$ cat config.mk
export PLATFORM = sky130hd
export DESIGN_NAME = bus_transfer_sequencer
export DESIGN_NICKNAME = d
export VERILOG_FILES = /design/src/rtl/bus_transfer_sequencer.sv
export SDC_FILE = /design/constraint.sdc
export NUM_CORES = 1
export LEC_CHECK = 0
export ABC_AREA = 0
export BUFFER_PORTS_ARGS = -buffer_cell sky130_fd_sc_hd__buf_2
export CORE_ASPECT_RATIO = 0.8
export CORE_UTILIZATION = 30
export DETAILED_ROUTE_END_ITERATION = 7
export PLACE_DENSITY_LB_ADDON = 0.2
export SYNTH_ARGS = -nofsm -noshare
export SYNTH_HDL_FRONTEND = slang
export SYNTH_SLANG_ARGS = --single-unit
$ cat constraint.sdc
create_clock -name clk -period 1.5 [get_ports clk]
set_input_delay 0.3 -clock clk [delete_from_list [all_inputs] [get_ports clk]]
set_output_delay 0.3 -clock clk [all_outputs]
set_load 0.01 [all_outputs]
$ cat src/rtl/bus_transfer_sequencer.sv
`default_nettype none
// ============================================================================
// Module      : bus_transfer_sequencer
// Description : Register bank plus a three-state sequencer that moves one
//               word src -> dst over the shared Sbus per accepted command.
//               Drives the registered Sbus value and one-hot SRx strobes to
//               the per-bit holding logic and feeds the register contents
//               back on reg_flat.
//               Optional macro TRANSFER_IMM_EN enables the immediate source.
// Revision    : 1.0 - initial release
// ============================================================================
module bus_transfer_sequencer #(
    parameter int NREG  = 4,
    parameter int WIDTH = 8,
    parameter int IDXW  = 2
) (
    input  logic                  clk,
    input  logic                  rst,
    input  logic                  cmd_valid,
    output logic                  cmd_ready,
    input  logic [IDXW-1:0]       cmd_src,
    input  logic [IDXW-1:0]       cmd_dst,
    input  logic                  cmd_imm_sel,
    input  logic [WIDTH-1:0]      cmd_imm,
    output logic [WIDTH-1:0]      sbus,
    output logic [NREG-1:0]       sr,
    output logic                  done,
    output logic                  busy,
    output logic [NREG*WIDTH-1:0] reg_flat
);

    localparam logic [1:0] c_IDLE  = 2'd0;
    localparam logic [1:0] c_READ  = 2'd1;
    localparam logic [1:0] c_WRITE = 2'd2;

    logic [1:0]       r_state;
    logic             r_ready;
    logic             r_busy;
    logic [IDXW-1:0]  r_src;
    logic [IDXW-1:0]  r_dst;
    logic [WIDTH-1:0] r_sbus;
    logic [NREG-1:0]  r_sr;
    logic             r_commit;
    logic             r_done;
    logic [WIDTH-1:0] r_regs [NREG];

    logic             w_accept;
    logic [WIDTH-1:0] w_src_data;
    logic [WIDTH-1:0] w_read_data;
    logic [NREG-1:0]  w_dst_onehot;

    assign w_accept = cmd_valid & r_ready;

    // Source register lookup; an index with no matching register reads as 0
    always_comb begin
        w_src_data = '0;
        for (int i = 0; i < NREG; i++) begin
            if (r_src == IDXW'(i)) begin
                w_src_data = r_regs[i];
            end
        end
    end

    // Destination decode; an index with no matching register yields no strobe
    always_comb begin
        w_dst_onehot = '0;
        for (int i = 0; i < NREG; i++) begin
            if (r_dst == IDXW'(i)) begin
                w_dst_onehot[i] = 1'b1;
            end
        end
    end

`ifdef TRANSFER_IMM_EN
    logic             r_imm_sel;
    logic [WIDTH-1:0] r_imm;

    // Capture the immediate operands together with the rest of the command
    always_ff @(posedge clk) begin
        if (rst) begin
            r_imm_sel <= 1'b0;
            r_imm     <= '0;
        end else if (w_accept) begin
            r_imm_sel <= cmd_imm_sel;
            r_imm     <= cmd_imm;
        end
    end

    assign w_read_data = r_imm_sel ? r_imm : w_src_data;
`else
    // Immediate ports stay on the interface but carry no function here
    logic w_unused_imm;
    assign w_unused_imm = ^{cmd_imm_sel, cmd_imm};
    assign w_read_data  = w_src_data;
`endif

    // Sequencer: IDLE accepts, READ loads Sbus, WRITE issues the strobe
    always_ff @(posedge clk) begin
        if (rst) begin
            r_state  <= c_IDLE;
            r_ready  <= 1'b1;
            r_busy   <= 1'b0;
            r_src    <= '0;
            r_dst    <= '0;
            r_sbus   <= '0;
            r_sr     <= '0;
            r_commit <= 1'b0;
        end else begin
            r_sr     <= '0;
            r_commit <= 1'b0;
            case (r_state)
                c_IDLE: begin
                    if (w_accept) begin
                        r_src   <= cmd_src;
                        r_dst   <= cmd_dst;
                        r_state <= c_READ;
                        r_ready <= 1'b0;
                        r_busy  <= 1'b1;
                    end
                end
                c_READ: begin
                    r_sbus  <= w_read_data;
                    r_state <= c_WRITE;
                end
                c_WRITE: begin
                    // Strobe and commit flag are registered, so they appear
                    // in the cycle after WRITE while Sbus is still stable
                    r_sr     <= w_dst_onehot;
                    r_commit <= 1'b1;
                    r_state  <= c_IDLE;
                    r_ready  <= 1'b1;
                    r_busy   <= 1'b0;
                end
                default: begin
                    r_state <= c_IDLE;
                    r_ready <= 1'b1;
                    r_busy  <= 1'b0;
                end
            endcase
        end
    end

    // Holding equation: reg[i] takes Sbus when its strobe is up; done follows
    always_ff @(posedge clk) begin
        if (rst) begin
            for (int i = 0; i < NREG; i++) begin
                r_regs[i] <= '0;
            end
            r_done <= 1'b0;
        end else begin
            for (int i = 0; i < NREG; i++) begin
                if (r_sr[i]) begin
                    r_regs[i] <= r_sbus;
                end
            end
            r_done <= r_commit;
        end
    end

    generate
        for (genvar gi = 0; gi < NREG; gi++) begin : g_flat
            assign reg_flat[gi*WIDTH +: WIDTH] = r_regs[gi];
        end
    endgenerate

    assign cmd_ready = r_ready;
    assign busy      = r_busy;
    assign sbus      = r_sbus;
    assign sr        = r_sr;
    assign done      = r_done;

endmodule
`default_nettype wire

==> flow_metrics.py, run 1 <==
metrics = {
    "outcome": {
        "status": "finished clean",
    },
    "die": {
        "dieArea_mm2": 0.00755,
        "start_util_pct": 31.2,
        "die_y_um": 77.9,
        "io_pins": 63,
        "row_count": 27,
        "die_w_um": 96.9,
        "core_region_area_mm2": 0.00693,
    },
    "clocking": {
        "cts_tree": "yes",
        "clock_path_buffers": 2,
        "htreeDepth": 2,
        "path_clk_slew_ps": 90,
        "cts_setup_buffers": 0,
        "numCtsBuffers": 5,
        "cts_sinks": 54,
        "cts.repair.resized": 0,
        "clock-root-buffer": "clkbuf_8",
        "hold_buffers": 0,
        "clk_latency_ps": 300,
    },
    "place": {
        "dp_slack_ps": 50.2,
        "dpl-instance-area_mm2": 0.00253,
        "hpwl_mm": 3.42,
        "placedCellCount": 302,
        "port_buffers": 53,
        "place.gp.congestion": 0.743,
    },
    "sta": {
        "timing_hold_violations_final": 0,
        "setup_tns_ps": 0,
        "final_max_slew_viol_count": 0,
        "period_needed_ps": 1320,
        "fin_ws_ps": 183,
        "rsz0062_at_grt": "false",
        "worst_pin_slew_ps": 636,
        "setup_viol": 0,
        "relSlewSlack_pct": 57.6,
        "fmaxAchievable_mhz": 759,
        "finClkSkew_ps": 2.95,
        "post-route-period-util_pct": 87.8,
        "hold_ws_ps": 230,
    },
    "critical_path": {
        "slowest_delay_ps": 510,
        "end_kind": "flop",
        "start_kind": "flop",
        "arrival_ps": 1570,
        "crit_chain": "inv_1, a21oi_1, a211o_1",
        "worstPathRequired_ps": 1750,
        "cp_max_fo": 8,
        "critPathSlowestCell": "a21oi_1",
        "path_class": "reg -> reg",
    },
    "power_and_ir_drop": {
        "leakagePower_nw": 1.18,
        "power.density_mw_per_mm2": 1020,
        "power_frac_comb_pct": 8.5,
        "swShare_pct": 23.4,
        "clock_power_share_pct": 29.0,
        "max-vdd-ir-drop_v": 0.000374,
        "intPower_mw": 2.05,
        "seqPwrFrac_pct": 62.5,
        "power.switching_mw": 0.624,
    },
    "synthesis": {
        "syn_inst": 164,
        "synth-xor-area-share_pct": 0,
        "syn_nets": 180,
        "post-synth-top-count-cell": "and2_1",
        "ys_seq_area_share_pct": 64.9,
        "ys_types": 25,
        "synth_largest_area_cell": "edfxtp_1",
        "yosys.area_share.simple_pct": 17.3,
        "ys.flop_type": "edfxtp_1",
        "netlist_area_mm2": 0.00216,
        "synth_top_family_by_area": "simple AND/OR/NAND/NOR gates",
        "syn_area_per_cell_um2": 13.2,
        "synthAdderAreaFrac_pct": 0,
        "ys_ff_latch": 54,
        "synth_top_area_share_pct": 44.5,
        "synth_edf_count": 32,
        "yosys_warnings": 0,
        "netlist_top_cells_area": "edfxtp_1, dfxtp_1, and2_1",
        "synthMuxAreaShare_pct": 9.26,
        "synth_compound_area_share_pct": 5.62,
        "synth_common_cells": "and2_1, edfxtp_1, dfxtp_1",
        "synth-async-reset-ratio_pct": 0,
    },
    "drt": {
        "drt-total-wl_mm": 4.59,
        "dr.first_iter.drc_count": 36,
        "firstDrtPassIters": 4,
        "vias": 1366,
        "postRouteAntennaNets": 0,
        "wl_per_cell_um": 14.8,
        "drc_errors": 0,
        "via_per_inst": 4.41,
    },
    "hold_path": {
        "hp-class": "in -> reg",
    },
    "finish": {
        "final_cell_count_no_fill": 310,
        "fin_nets": 238,
        "insertedDiodeCount": 0,
        "layout-drive-gt1-share_pct": 30.9,
        "finish.instance_area_mm2": 0.00261,
        "area_growth_pct": 20.7,
    },
    "global_route": {
        "grt_pass1_vias": 1347,
        "antenna_found_initial": 0,
        "grt_pass1_wl_mm": 7.38,
        "grt_start_max_net_pins": 16,
        "grt.total_usage_pct": 13.2,
        "overflow": 0,
    },
    "job": {
        "drv_cap": 0,
    },
}
## power groups by stage
stage | registers [mW] | clock network [mW] | logic (mW)
after detailed placement | 1.70 | 0 | 0.231
after global placement | 1.70 | 0 | 0.230
final | 1.67 | 0.774 | 0.227
after CTS | 1.67 | 0.796 | 0.232
after global routing | 1.68 | 0.852 | 0.248
after floorplan | 1.71 | 0 | 0.120
## metal layers
| metal | global-route usage (%) | up-vias | routed length [um] |
|---|---|---|---|
| met4 | 4.48 | 0 | 36 |
| met3 | 3.78 | 2 | 146 |
| met2 | 18.7 | 30 | 1960 |
| met5 | 0 | - | 0 |
| li1 | - | 692 | - |
| met1 | 19.1 | 642 | 2450 |
## flip-flops by register name, indices dropped and copies added (netlist names)
name,flops
sbus,8
r_src,2
r_dst,2
busy,1
sr,4
r_commit,1
r_state,2
cmd_ready,1
done,1
r_regs,32
## critical path, delay by kind of cell, from the launching register on
kind	cells	cell delay (ps)
flip-flops	1	450
AO/OA/AOI/OAI	2	720
buffers and inverters	1	90
## through the flow
| stage | util (%) | power [mW] |
|---|---|---|
| 2_1_floorplan | - | 1.84 |
| 3_3_place_gp | 36.5 | 1.93 |
| 3_5_place_dp | 36.5 | 1.94 |
| 4_1_cts | 37.7 | 2.70 |
| 5_1_grt | 37.7 | 2.78 |
| 6_report | 37.7 | 2.67 |
## cell families after synthesis
kind of cell	Yosys count
compound gates	18
buf+inv	12
flops	54
mux	20
simple gates	60
## area by class of cell
cell class | count | area, um2
clock buffer | 6 | 72.6
sequential | 54 | 1400
timing repair buffer | 58 | 303
inverter | 5 | 18.8
clock inverter | 2 | 8.76
tap | 87 | 109
fill | 691 | 4320
multi-input combinational | 98 | 694
## final timing paths
check / slack, ps / startpoint / endpoint / cells after the start
setup / recovery: 180 / r_state[1] / sbus[7] / 3
hold / removal: 230 / cmd_dst[0] / r_dst[0] / 3
setup reg to reg: 180 / r_state[1] / sbus[7] / 3
hold reg to reg: 440 / r_commit / done / 1
## layout by cell type, fill, tap and decap left out
cell type and count:
mux2i_1 20, edfxtp_1 32, nand2_1 1, nor2_1 7, clkbuf_8 5, buf_4 5, nor3b_1 1, a31oi_1 1
nand3_1 2, a211o_1 1, clkinv_2 1, o22ai_1 7, or2_2 4, dfxtp_1 22, o21ai_0 1, inv_1 5
a21oi_1 1, and2_1 33, and3_1 1, nor4bb_1 1, or4b_4 1, a21o_1 7, and2b_1 5, clkbuf_1 1
buf_2 53, nor3_1 3, nand4bb_1 1, clkinv_1 1
(Power assumes the default switching activity.)
==> run 2, diff against run 1 <==
--- a/config.mk
+++ b/config.mk
@@ -11,6 +11,7 @@
 export CORE_UTILIZATION = 30
 export DETAILED_ROUTE_END_ITERATION = 7
 export PLACE_DENSITY_LB_ADDON = 0.2
+export REMOVE_ABC_BUFFERS = 1
 export SYNTH_ARGS = -nofsm -noshare
 export SYNTH_HDL_FRONTEND = slang
 export SYNTH_SLANG_ARGS = --single-unit
==> flow_metrics.py, run 2 (synthesized netlist as in run 1, its figures left out) <==
metrics = {
    "sta": {
        "rsz0062_at_grt": "false",
        "worst_pin_slew_ps": 637,
        "setup_viol": 0,
        "hold_ws_ps": 233,
        "period_needed_ps": 1360,
        "fin_ws_ps": 138,
        "fmaxAchievable_mhz": 734,
        "setup_tns_ps": 0,
        "timing_hold_violations_final": 0,
        "final_max_slew_viol_count": 0,
        "post-route-period-util_pct": 90.8,
        "relSlewSlack_pct": 57.6,
        "finClkSkew_ps": 9.95,
    },
    "critical_path": {
        "slowest_delay_ps": 440,
        "path_class": "reg -> reg",
        "arrival_ps": 1560,
        "crit_chain": "nor4bb_1, buf_4, mux2i_1, nor2_1",
        "critPathSlowestCell": "nor4bb_1",
        "end_kind": "flop",
        "worstPathRequired_ps": 1700,
        "start_kind": "flop",
        "cp_max_fo": 7,
    },
    "place": {
        "place.gp.congestion": 0.752,
        "port_buffers": 53,
        "hpwl_mm": 3.39,
        "placedCellCount": 301,
        "dp_slack_ps": 78.9,
    },
    "global_route": {
        "antenna_found_initial": 0,
        "overflow": 0,
        "grt.total_usage_pct": 13.0,
        "grt_pass1_vias": 1357,
        "grt_pass1_wl_mm": 7.42,
        "grt_start_max_net_pins": 18,
    },
    "die": {
        "core_region_area_mm2": 0.00693,
        "dieArea_mm2": 0.00755,
        "die_y_um": 77.9,
        "io_pins": 63,
        "start_util_pct": 31.2,
        "die_w_um": 96.9,
        "row_count": 27,
    },
    "drt": {
        "dr.first_iter.drc_count": 35,
        "wl_per_cell_um": 14.8,
        "drt-total-wl_mm": 4.58,
        "firstDrtPassIters": 4,
        "vias": 1370,
        "drc_errors": 0,
        "via_per_inst": 4.43,
        "postRouteAntennaNets": 0,
    },
    "clocking": {
        "hold_buffers": 0,
        "cts.repair.resized": 0,
        "htreeDepth": 2,
        "path_clk_slew_ps": 90,
        "numCtsBuffers": 5,
        "clock-root-buffer": "clkbuf_8",
        "cts_setup_buffers": 0,
        "clk_latency_ps": 310,
        "cts_sinks": 54,
        "clock_path_buffers": 2,
        "cts_tree": "yes",
    },
    "power_and_ir_drop": {
        "power.density_mw_per_mm2": 1090,
        "max-vdd-ir-drop_v": 0.000409,
        "leakagePower_nw": 1.19,
    },
    "finish": {
        "area_growth_pct": 22.4,
        "fin_nets": 237,
        "final_cell_count_no_fill": 309,
        "utilization_pct": 38.2,
        "largest_register_ffs": 32,
        "regMostFlops": "r_regs",
        "final_common_cell": "buf_2",
        "insertedDiodeCount": 0,
        "mostFrequentLayoutCells": "buf_2, and2_1, edfxtp_1",
        "layout-drive-gt1-share_pct": 31.5,
    },
    "outcome": {
        "status": "finished clean",
    },
    "job": {
        "drv_cap": 0,
    },
    "hold_path": {
        "hp-class": "in -> reg",
    },
}
## run 2: cell count changes in the layout (fill, tap and decap cells not counted)
cell	previous run	this run
inv_6	0	1
buf_12	0	1
clkinv_1	1	0
bufinv_16	0	1
clkbuf_1	1	0
buf_4	5	3
## run 2: where the power goes
group / switching, mW / internal (mW) / total [mW]
combinational: 0.128 / 0.106 / 0.234
sequential: 0.0462 / 1.62 / 1.67
clock: 0.481 / 0.501 / 0.981
## run 2: final cells by class
type,count,area (um2)
Fill cell,679,4280
Sequential cell,54,1400
Multi-Input combinational cell,98,694
Timing Repair Buffer,57,308
Tap cell,87,109
Clock buffer,5,68.8
Clock inverter,3,43.8
Inverter,5,18.8
## run 2: worst paths after layout
check / cells past startpoint / end / slack (ps) / startpoint
worst max register to register: 4 / r_dst[1] / 140 / r_state[1]
worst min register to register: 1 / done / 440 / r_commit
worst max-delay path: 4 / r_dst[1] / 140 / r_state[1]
worst min-delay path: 3 / r_src[0] / 230 / cmd_src[0]
## run 2: critical path, delay by kind of cell, from the launching register on
kind                   cells  cell delay (ps)
buffers and inverters      1              210
muxes                      1              170
DFF                        1              370
and+or+nand+nor            2              490
## run 2: through the flow
stage / cell area [um2] / total power [mW]
after CTS: 2640 / 2.92
after global placement: 2530 / 1.94
after global routing: 2640 / 3.01
after detailed placement: 2530 / 1.94
final: 2640 / 2.88
after floorplan: 2110 / 1.82
## run 2: metal layers
layer	track usage, %	part of all wire [%]	vias up
met3	3.33	3.2	5
met2	21.0	47	27
li1	-	-	689
met5	0	0	-
met1	17.2	49	649
met4	4.03	1.3	0
==> run 3, diff against run 2 <==
--- a/config.mk
+++ b/config.mk
@@ -7,6 +7,8 @@
 export LEC_CHECK = 0
 export ABC_AREA = 0
 export BUFFER_PORTS_ARGS = -buffer_cell sky130_fd_sc_hd__buf_2
+export CELL_PAD_IN_SITES_DETAIL_PLACEMENT = 2
+export CELL_PAD_IN_SITES_GLOBAL_PLACEMENT = 2
 export CORE_ASPECT_RATIO = 0.8
 export CORE_UTILIZATION = 30
 export DETAILED_ROUTE_END_ITERATION = 7
==> flow_metrics.py, run 3 (synthesized netlist as in run 1, its figures left out) <==
metrics = {
    "critical_path": {
        "critPathSlowestCell": "or4b_4",
        "worstReg2RegEnd": "sbus[2]",
        "path_class": "reg -> reg",
        "r2r_slack_ps": 110,
        "cp_max_fo": 8,
        "end_kind": "flop",
        "timing.rr.start": "r_state[0]",
        "rr_worst_depth": 3,
        "slowest_delay_ps": 590,
        "start_kind": "flop",
        "crit_chain": "or4b_4, o22ai_1, a21o_1",
        "worstPathRequired_ps": 1760,
        "arrival_ps": 1650,
    },
    "sta": {
        "setup_tns_ps": 0,
        "fin_ws_ps": 109,
        "timing_hold_violations_final": 0,
        "relSlewSlack_pct": 68.7,
        "rsz0062_at_grt": "false",
        "period_needed_ps": 1390,
        "fmaxAchievable_mhz": 719,
        "hold_ws_ps": 230,
        "worst_pin_slew_ps": 470,
        "setup_viol": 0,
        "post-route-period-util_pct": 92.7,
        "final_max_slew_viol_count": 0,
        "finClkSkew_ps": 7.56,
    },
    "finish": {
        "utilization_pct": 38.2,
        "insertedDiodeCount": 0,
        "final_common_cell": "buf_2",
        "area_growth_pct": 22.4,
        "layout-drive-gt1-share_pct": 31.7,
        "regMostFlops": "r_regs",
        "finish.instance_area_mm2": 0.00264,
        "final_cell_count_no_fill": 311,
        "largest_register_ffs": 32,
        "mostFrequentLayoutCells": "buf_2, and2_1, edfxtp_1",
        "fin_nets": 239,
    },
    "power_and_ir_drop": {
        "power.switching_mw": 0.637,
        "p_total_mw": 2.86,
        "max-vdd-ir-drop_v": 0.000379,
        "power_frac_comb_pct": 8.3,
        "leakagePower_nw": 1.19,
        "intPower_mw": 2.22,
        "power.density_mw_per_mm2": 1080,
        "swShare_pct": 22.3,
        "seqPwrFrac_pct": 58.3,
        "clock_power_share_pct": 33.4,
    },
    "clocking": {
        "hold_buffers": 0,
        "numCtsBuffers": 5,
        "clock-root-buffer": "clkbuf_8",
        "htreeDepth": 2,
        "path_clk_slew_ps": 90,
        "cts_sinks": 54,
        "cts_setup_buffers": 0,
        "cts_tree": "yes",
        "cts.repair.resized": 1,
        "clock_path_buffers": 2,
        "clk_latency_ps": 300,
    },
    "global_route": {
        "overflow": 0,
        "grt_pass1_wl_mm": 8.65,
        "antenna_found_initial": 0,
        "grt.total_usage_pct": 15.2,
        "grt_start_max_net_pins": 16,
        "grt_pass1_vias": 1593,
    },
    "die": {
        "row_count": 27,
        "die_y_um": 77.9,
        "core_region_area_mm2": 0.00693,
        "die_w_um": 96.9,
        "dieArea_mm2": 0.00755,
        "io_pins": 63,
        "start_util_pct": 31.2,
    },
    "place": {
        "port_buffers": 53,
        "dp_slack_ps": -16.9,
        "dpl-instance-area_mm2": 0.00253,
        "placedCellCount": 303,
        "hpwl_mm": 3.98,
        "place.gp.congestion": 0.731,
    },
    "drt": {
        "dr.first_iter.drc_count": 46,
        "postRouteAntennaNets": 0,
        "wl_per_cell_um": 17.5,
        "via_per_inst": 4.64,
        "drt-total-wl_mm": 5.43,
        "drc_errors": 0,
        "vias": 1444,
        "firstDrtPassIters": 2,
    },
    "outcome": {
        "status": "finished clean",
    },
    "hold_path": {
        "hold_start": "cmd_src[1]",
        "holdPathEnd": "r_src[1]",
        "hp-class": "in -> reg",
        "hold-path-cell-count": 3,
    },
    "job": {
        "drv_cap": 0,
    },
}
## run 3: cell types whose count changed in the layout (fill, tap and decap cells not counted)
cell,change
buf_12,-1
buf_4,+3
clkinv_2,-1
a21oi_1,-1
clkbuf_1,+2
a21oi_2,+1
inv_6,-1
## run 3: worst max-delay path by stage
stage / startpoint / endpoint
after floorplan: r_state[1] / r_src[0]
after global placement: rst / sbus[7]
after detailed placement: r_state[1] / sbus[7]
after CTS: r_state[0] / sbus[0]
after global routing: r_state[0] / sbus[6]
final: r_state[0] / sbus[2]
## run 3: power groups by stage
stage                     Combinational, mW  Sequential (mW)  Clock [mW]
after floorplan                      0.0954             1.73           0
after global placement                0.233             1.70           0
after detailed placement              0.242             1.70           0
after CTS                             0.243             1.67       0.989
after global routing                  0.258             1.68        1.04
final                                 0.237             1.67       0.957
## run 3: metal layers
metal | GRT usage (%) | vias up | part of all wire [%]
li1 | - | 692 | -
met1 | 18.9 | 705 | 46
met2 | 25.8 | 39 | 48
met3 | 4.59 | 8 | 4.6
met4 | 4.03 | 0 | 1.3
met5 | 0 | - | 0
## run 3: worst max-delay path, delay by kind of cell, from the launching register on
kind            cells  cell delay, ps
flops               1             450
compound gates      2             310
simple gates        1             590
## run 3: cell type report
| class | count | area (um2) |
|---|---|---|
| well taps | 87 | 109 |
| clock buffers | 7 | 76.3 |
| multi-input cells | 98 | 698 |
| clock inverters | 1 | 30.0 |
| flip-flops and latches | 54 | 1400 |
| repair buffers | 59 | 310 |
| inverters | 5 | 18.8 |
| fillers | 719 | 4280 |
